--- config.mk ---
export PLATFORM = sky130hd
export DESIGN_NAME = bus_requester
export DESIGN_NICKNAME = d
export VERILOG_FILES = /design/src/rtl/bus_arb_pkg.sv /design/src/rtl/bus_wait_timer.sv /design/src/rtl/bus_requester.sv
export SDC_FILE = /design/constraint.sdc
export NUM_CORES = 1
export LEC_CHECK = 0
export BUFFER_PORTS_ARGS = -buffer_cell sky130_fd_sc_hd__buf_2
export CORE_MARGIN = 2
export CORE_UTILIZATION = 51
export DETAILED_ROUTE_END_ITERATION = 12
export PLACE_DENSITY_LB_ADDON = 0.1
export SLEW_MARGIN = 10
export SYNTH_ARGS = -nofsm -noshare
export SYNTH_HDL_FRONTEND = slang
export SYNTH_SLANG_ARGS = --single-unit
export TNS_END_PERCENT = 30
--- constraint.sdc ---
create_clock -name Clock -period 2 [get_ports Clock]
set_input_delay 0.2 -clock Clock [delete_from_list [all_inputs] [get_ports Clock]]
set_output_delay 0.2 -clock Clock [all_outputs]
set_load 0.03 [all_outputs]
--- src/rtl/bus_arb_pkg.sv ---
// Shared types and defaults for the four-way bus arbiter and its requesters.
package bus_arb_pkg;

  typedef enum logic [1:0] {
    IDLE,
    REQ,
    OWN,
    RELEASE
  } req_state_t;

  localparam int unsigned BUS_MAX_WAIT = 15;
  localparam int unsigned BUS_LEN_W    = 4;

  // Width of a counter that must hold 0 .. max_wait-1; never narrower than 1 bit.
  function automatic int unsigned wait_cnt_w(input int unsigned max_wait);
    return (max_wait > 1) ? $clog2(max_wait) : 1;
  endfunction

endpackage

--- src/rtl/bus_wait_timer.sv ---
// Clear/enable wait counter with a terminal-count flag at MAX_WAIT-1.
module bus_wait_timer
  import bus_arb_pkg::*;
#(
  parameter int unsigned MAX_WAIT = BUS_MAX_WAIT
) (
  input  logic clk_i,
  input  logic rst_ni,
  input  logic clr_i,
  input  logic en_i,
  output logic tc_o
);

  localparam int unsigned CntW = wait_cnt_w(MAX_WAIT);
  localparam logic [CntW-1:0] TcVal = CntW'(MAX_WAIT - 1);

  logic [CntW-1:0] cnt_q, cnt_d;

  // Clear has priority over counting.
  always_comb begin
    cnt_d = cnt_q;
    if (clr_i) begin
      cnt_d = '0;
    end else if (en_i) begin
      cnt_d = cnt_q + CntW'(1);
    end
  end

  // Counter register.
  always_ff @(posedge clk_i or negedge rst_ni) begin
    if (!rst_ni) begin
      cnt_q <= '0;
    end else begin
      cnt_q <= cnt_d;
    end
  end

  assign tc_o = (cnt_q == TcVal);

endmodule

--- src/rtl/bus_requester.sv ---
// Master-side bus agent: requests the bus, waits a bounded time for grant,
// transfers a burst (surviving preemption) and reports done or timeout.
module bus_requester
  import bus_arb_pkg::*;
#(
  parameter int unsigned MAX_WAIT = BUS_MAX_WAIT,
  parameter int unsigned LEN_W    = BUS_LEN_W
) (
  input  logic             Clock,
  input  logic             Resetn,
  input  logic             i_start,
  input  logic [LEN_W-1:0] i_len,
  input  logic             i_grant,
  output logic             o_request,
  output logic             o_bus_en,
  output logic             o_busy,
  output logic             o_done,
  output logic             o_timeout
);

  localparam logic [LEN_W:0] OneBeat = (LEN_W + 1)'(1);

  req_state_t     state_q, state_d;
  logic [LEN_W:0] beats_q, beats_d;
  logic           err_q, err_d;
  logic           timer_clr, timer_en, wait_tc;

  bus_wait_timer #(
    .MAX_WAIT(MAX_WAIT)
  ) u_wait_timer (
    .clk_i (Clock),
    .rst_ni(Resetn),
    .clr_i (timer_clr),
    .en_i  (timer_en),
    .tc_o  (wait_tc)
  );

  // Next-state logic for the FSM, beat counter, error flag and wait timer control.
  always_comb begin
    state_d   = state_q;
    beats_d   = beats_q;
    err_d     = err_q;
    timer_clr = 1'b0;
    timer_en  = 1'b0;
    unique case (state_q)
      IDLE: begin
        if (i_start) begin
          beats_d   = {1'b0, i_len} + OneBeat;
          err_d     = 1'b0;
          timer_clr = 1'b1;
          state_d   = REQ;
        end
      end
      REQ: begin
        if (i_grant) begin
          state_d = OWN;
        end else if (wait_tc) begin
          err_d   = 1'b1;
          state_d = RELEASE;
        end else begin
          timer_en = 1'b1;
        end
      end
      OWN: begin
        if (i_grant) begin
          if (beats_q == OneBeat) begin
            state_d = RELEASE;
          end else begin
            beats_d = beats_q - OneBeat;
          end
        end else begin
          // Preempted: beat not counted, wait window restarts from zero.
          timer_clr = 1'b1;
          state_d   = REQ;
        end
      end
      RELEASE: begin
        state_d = IDLE;
      end
      default: begin
        state_d = IDLE;
      end
    endcase
  end

  // State and datapath registers.
  always_ff @(posedge Clock or negedge Resetn) begin
    if (!Resetn) begin
      state_q <= IDLE;
      beats_q <= '0;
      err_q   <= 1'b0;
    end else begin
      state_q <= state_d;
      beats_q <= beats_d;
      err_q   <= err_d;
    end
  end

  // Moore outputs decoded from registered state only.
  always_comb begin
    o_request = (state_q == REQ) || (state_q == OWN);
    o_bus_en  = (state_q == OWN);
    o_busy    = (state_q != IDLE);
    o_done    = (state_q == RELEASE) && !err_q;
    o_timeout = (state_q == RELEASE) && err_q;
  end

endmodule

* Word-level counts from Yosys, hierarchy flattened
Index checks and enable logic that the tools add are counted.
Storage, ports and cells: register bits 12, input bits 8, output and inout bits 5, logic and storage cells 53
Operators by class: $add $sub $neg 3, equality and inequality tests 12, multiplexer cells 22, reduce and logical (&&, ||, !) cells 12
Operators with widths (number):
- $mux W5 | 3
- $mux W2 | 5
- $pmux W5 S2 | 1
- $mux W1 | 8
- $mux W4 | 2
- $ne A2 B2 Y1 const B | 4
- $pmux W2 S4 | 1
- $reduce_and A4 Y1 | 2
- $reduce_bool A2 Y1 | 4
- $ne A3 B2 Y1 const B | 2
- $add A4 B1 Y5 const B | 1
- $eq A5 B1 Y1 const B | 1
- $sub A5 B1 Y5 const B | 1
- $add A4 B1 Y4 const B | 1
- $eq A2 B2 Y1 const B | 2
- $eq A4 B4 Y1 const B | 1
- $pmux W1 S2 | 2
- $reduce_and A3 Y1 | 1
- $eq A2 B1 Y1 const B | 1
- $logic_and A1 B1 Y1 | 2
- $logic_not A2 Y1 | 1
- $ne A2 B1 Y1 const B | 1
- $logic_not A1 Y1 | 1
- $logic_or A1 B1 Y1 | 1

* Longest topological paths before layout
depth after elaboration 6, gate-level depth with buffers 7

* Modules after synthesis
Synthesis repeated with hierarchy kept, for this count alone.
Unflattened totals: cells, all modules 91, area total of the unflattened synthesis 890.9 um2
By module, submodules not included:
- bus_requester | instances 1, cells an instance 71, area each 670.6 um2, sequential area each 200.2 um2
- bus_wait_timer | instances 1, cells an instance 20, area each 220.2 um2, sequential area each 100.1 um2

* Worst setup path before layout
Ideal clock, no wire load.
path kind register to register, start point register state_q[0], end point register beats_q[3], library setup time 0.125 ns, arrival 1.786 ns, slack 0.089 ns, cell stages (with the launch flop) 7, buffers on the path 0, period minus slack after synthesis 1.911 ns, path through dfrtp_1 -> inv_1 -> ha_1 -> and2_2 -> and2_4 -> o21ai_4 -> mux2_4
Between the ends: word-level cells in the longest chain between the ends 3, elaborated cells between the ends (all ways) 8, those cells by class eq/ne: 4; mux: 1; reduce/logical: 3
Ends and longest elaborated chain:
- start: declaration | line bus_requester.sv:23 | req_state_t state_q, state_d;
- start signal: assignment | line bus_requester.sv:93 | state_q <= state_d;
- $eq A2 B2 Y1 (*)
- via o_bus_en | line bus_requester.sv:15 | output logic o_bus_en,
- $ne A2 B2 Y1 (no source line) or $reduce_bool A2 Y1 (tied branches)
- $reduce_and A4 Y1 (no source line)
- end signal: assignment | line bus_requester.sv:94 | beats_q <= beats_d;
- end: declaration | line bus_requester.sv:24 | logic [LEN_W:0] beats_q, beats_d;
Mark *: on every way through the listed nets, which the timed path passes. The rest lies on a longest branch. A chain may end at the register's enable or synchronous reset.

* Worst setup path in the final report
start point register beats_q[1], end point register beats_q[4]
Between the ends: word-level cells in the longest chain between the ends 4, elaborated cells between the ends (all ways) 7, those cells by class add/sub: 1; eq/ne: 2; mux: 3; reduce/logical: 1
Ends and longest elaborated chain:
- $sub A5 B1 Y5 | line bus_requester.sv:69 | beats_d = beats_q - OneBeat;
- $mux W5 | line bus_requester.sv:66 | if (beats_q == OneBeat) begin
- $mux W5 | line bus_requester.sv:65 | if (i_grant) begin
- $pmux W5 S2 | line bus_requester.sv:45 | unique case (state_q)
Parallel ways exist; a longest one is shown, timed or not. The select of a mux whose other input is x is not followed.

==> out/metrics.cfg <==
[yosys]
syn_area_per_cell_um2=9.29
netlist_area_um2=882
yosysSeqAreaShare_pct=34.0
yosys_warnings=0
synth_top_area_cell=dfrtp_1
yosys-top-cells-area=dfrtp_1 34%, ha_1 14%, o21ai_0 6.2%, xor2_1 4.0%, inv_1 3.4%
synth.top_cell.area_share_pct=34.0
syn_nets=113
ys_types=30
synthCells=95
ys_ff_latch=12

[grt]
grtUsageTotal_pct=19.4
grt_first_pass_wirelength_mm=2.82
grt_pass1_vias=613
antenna_found_initial=0
grt_max_degree=13
grt_overflow=0

[route]
vias=707
highest_layer=met4
wl_per_cell_um=13.1
drc=0
initialDrtViolationCount=15
antenna_left=0
wl_mm=1.70
routed-wl-met3_um=53
vias_per_cell=5.44
firstDrtPassIters=4
drt-met1-wl_um=860
wl_met2_um=769

[floorplanning]
core_area_um2=1670
die_w_um=45.6
die_height_um=45.6
die_area_um2=2080
core.rowCount=15
pin_count=13
initial_core_util_pct=52.8

[sta]
rsz0062_at_grt=no
period_share_pct=95.1
slew_violations=0
hold_viol=0
period_minus_slack_ns=1.90
holdWs_ns=0.219
setup-tns-final_ns=0
tightest_slew_ns=0.548
skew_ns=0.00453
setup_viol=0
max_freq_mhz=526
slew_headroom_pct=63.4

[clocking]
cts.clk_slew.worst_paths_ns=0.08
cts-resized-gates=0
cts_max_path_buffers=2
cts_root_buf=clkbuf_4
h-tree-depth=1
cts_tree=built
cts_sinks=12
cts_buffers=3
clock_latency_ns=0.28

[final_layout]
syn_to_final_growth_pct=15.7
design_area_um2=1020
seqCellArea_um2=300
final_nets=132
fill_cells=146
multi_input_area_um2=548
drive_gt1_share_pct=22.1
diodes=0

[critical_path]
worstPathMaxFanout=4
reg2reg_setup_slack_ns=0.1
crit_type=reg -> reg
cp-end-kind=flip-flop
startpoint_type=flip-flop
worstPathArrival_ns=2.07
cp.required_ns=2.16

[job]
cap_violations=0

[place]
place_congestion=0.764
dp_hpwl_mm=1.31
dpl_cell_area_um2=975
port-buffer-count=12

[pwr]
p_leak_nw=0.506
power_mw=1.50
ir_drop_uv=1120
p_per_area_nw_per_um2=1460

[min_path]
hold_class=in -> reg

[status]
run_status=finished clean

state kept, by name, summed over array words and instances (netlist names):
| signal | flops |
|---|---|
| beats_q | 5 |
| err_q | 1 |
| state_q | 2 |
| u_wait_timer.cnt_q | 4 |
cell usage after synthesis:
| master | instances |
|---|---|
| dfrtp_1 | 12 |
| and2_1 | 1 |
| a311oi_1 | 1 |
| o21ai_4 | 1 |
| or4b_4 | 1 |
| a21oi_1 | 4 |
| inv_1 | 8 |
| and3_1 | 1 |
| and2_4 | 1 |
| ha_1 | 10 |
| and2_2 | 1 |
| nand4_1 | 2 |
| clkbuf_1 | 1 |
| o311ai_1 | 1 |
| xor2_1 | 4 |
| nor2_1 | 5 |
| nand2_1 | 7 |
| xnor2_1 | 3 |
| mux2_4 | 2 |
| a31oi_1 | 1 |
| nor3b_1 | 2 |
| a221oi_2 | 1 |
| nor3_1 | 2 |
| a21o_1 | 1 |
| mux2i_1 | 1 |
| nand2b_1 | 1 |
| o21ai_0 | 11 |
| nor2b_1 | 4 |
| o31ai_1 | 1 |
| nand3_1 | 4 |
where the power goes:
part | switching [mW] | leakage, nW | total (mW) | internal [mW]
logic | 0.504 | 0.330 | 0.872 | 0.368
clock network | 0.0867 | 0.0210 | 0.197 | 0.111
registers | 0.0933 | 0.155 | 0.426 | 0.333
metal layers:
metal / vias to the layer above / GRT usage [%]
met1: 328 / 25.3
met4: 0 / 10.0
met5: - / 0
met3: 2 / 6.75
met2: 8 / 28.2
li1: 369 / -
metrics by stage:
stage	setup slack, ns	cells	utilization, %
after floorplan	0.0890	95	-
after global placement	0.161	125	58.4
after detailed placement	0.112	125	58.4
after CTS	0.0921	130	61.1
after global routing	0.0411	130	61.1
final	0.0974	130	61.1
cells in the final DEF, fill, tap and decap left out, types with 2 or more instances in the layout:
cell type  Yosys  layout
a21oi_1        4       4
buf_2          0      12
buf_4          0       2
clkbuf_4       0       3
dfrtp_1       12      12
ha_1          10      10
inv_1          8       8
mux2_4         2       2
nand2_1        7       7
nand3_1        4       4
nand4_1        2       2
nor2_1         5       5
nor2b_1        4       4
nor3_1         2       2
nor3b_1        2       2
o21ai_0       11      11
xnor2_1        3       3
xor2_1         4       4
critical path, cell delays in order (launching register included):
cell,delay [ns]
dfrtp_1,0.39
inv_1,0.08
ha_1,0.14
or4b_4,0.48
and2_4,0.18
o21ai_4,0.21
mux2_4,0.32
layout make-up:
cell class / instances / area share, %
Tap cell: 17 / 2.08
Clock buffer: 4 / 3.55
Timing Repair Buffer: 15 / 8.33
Inverter: 8 / 2.94
Multi-Input combinational cell: 74 / 53.7
Sequential cell: 12 / 29.4
logic make-up (layout without fill, tap and decap cells):
logic type,Yosys count,after routing,share of synthesized area (%)
simple gates,32,32,20.0
compound gates,22,22,16.5
flops,12,12,34.0
fa+ha+maj,10,10,14.2
buf+inv,9,27,3.83
xor+xnor,7,7,6.95
mux,3,3,4.54
worst paths after layout:
path | startpoint | to | depth (start not counted)
min reg2reg | err_q | err_q | 2
max in group asynchronous | Resetn | err_q | 2
max reg2reg | beats_q[1] | beats_q[4] | 6
min | i_grant | state_q[1] | 3
min in group asynchronous | Resetn | beats_q[2] | 2
max | beats_q[1] | beats_q[4] | 6
repair_timing:
| item | 4_1_cts | 5_1_grt |
|---|---|---|
| buffers inserted | 0 | 0 |
| hold buffers | 1 | 0 |
| endpoints found under the hold margin | 12 | 0 |
Power figures use the tool's default switching activity.
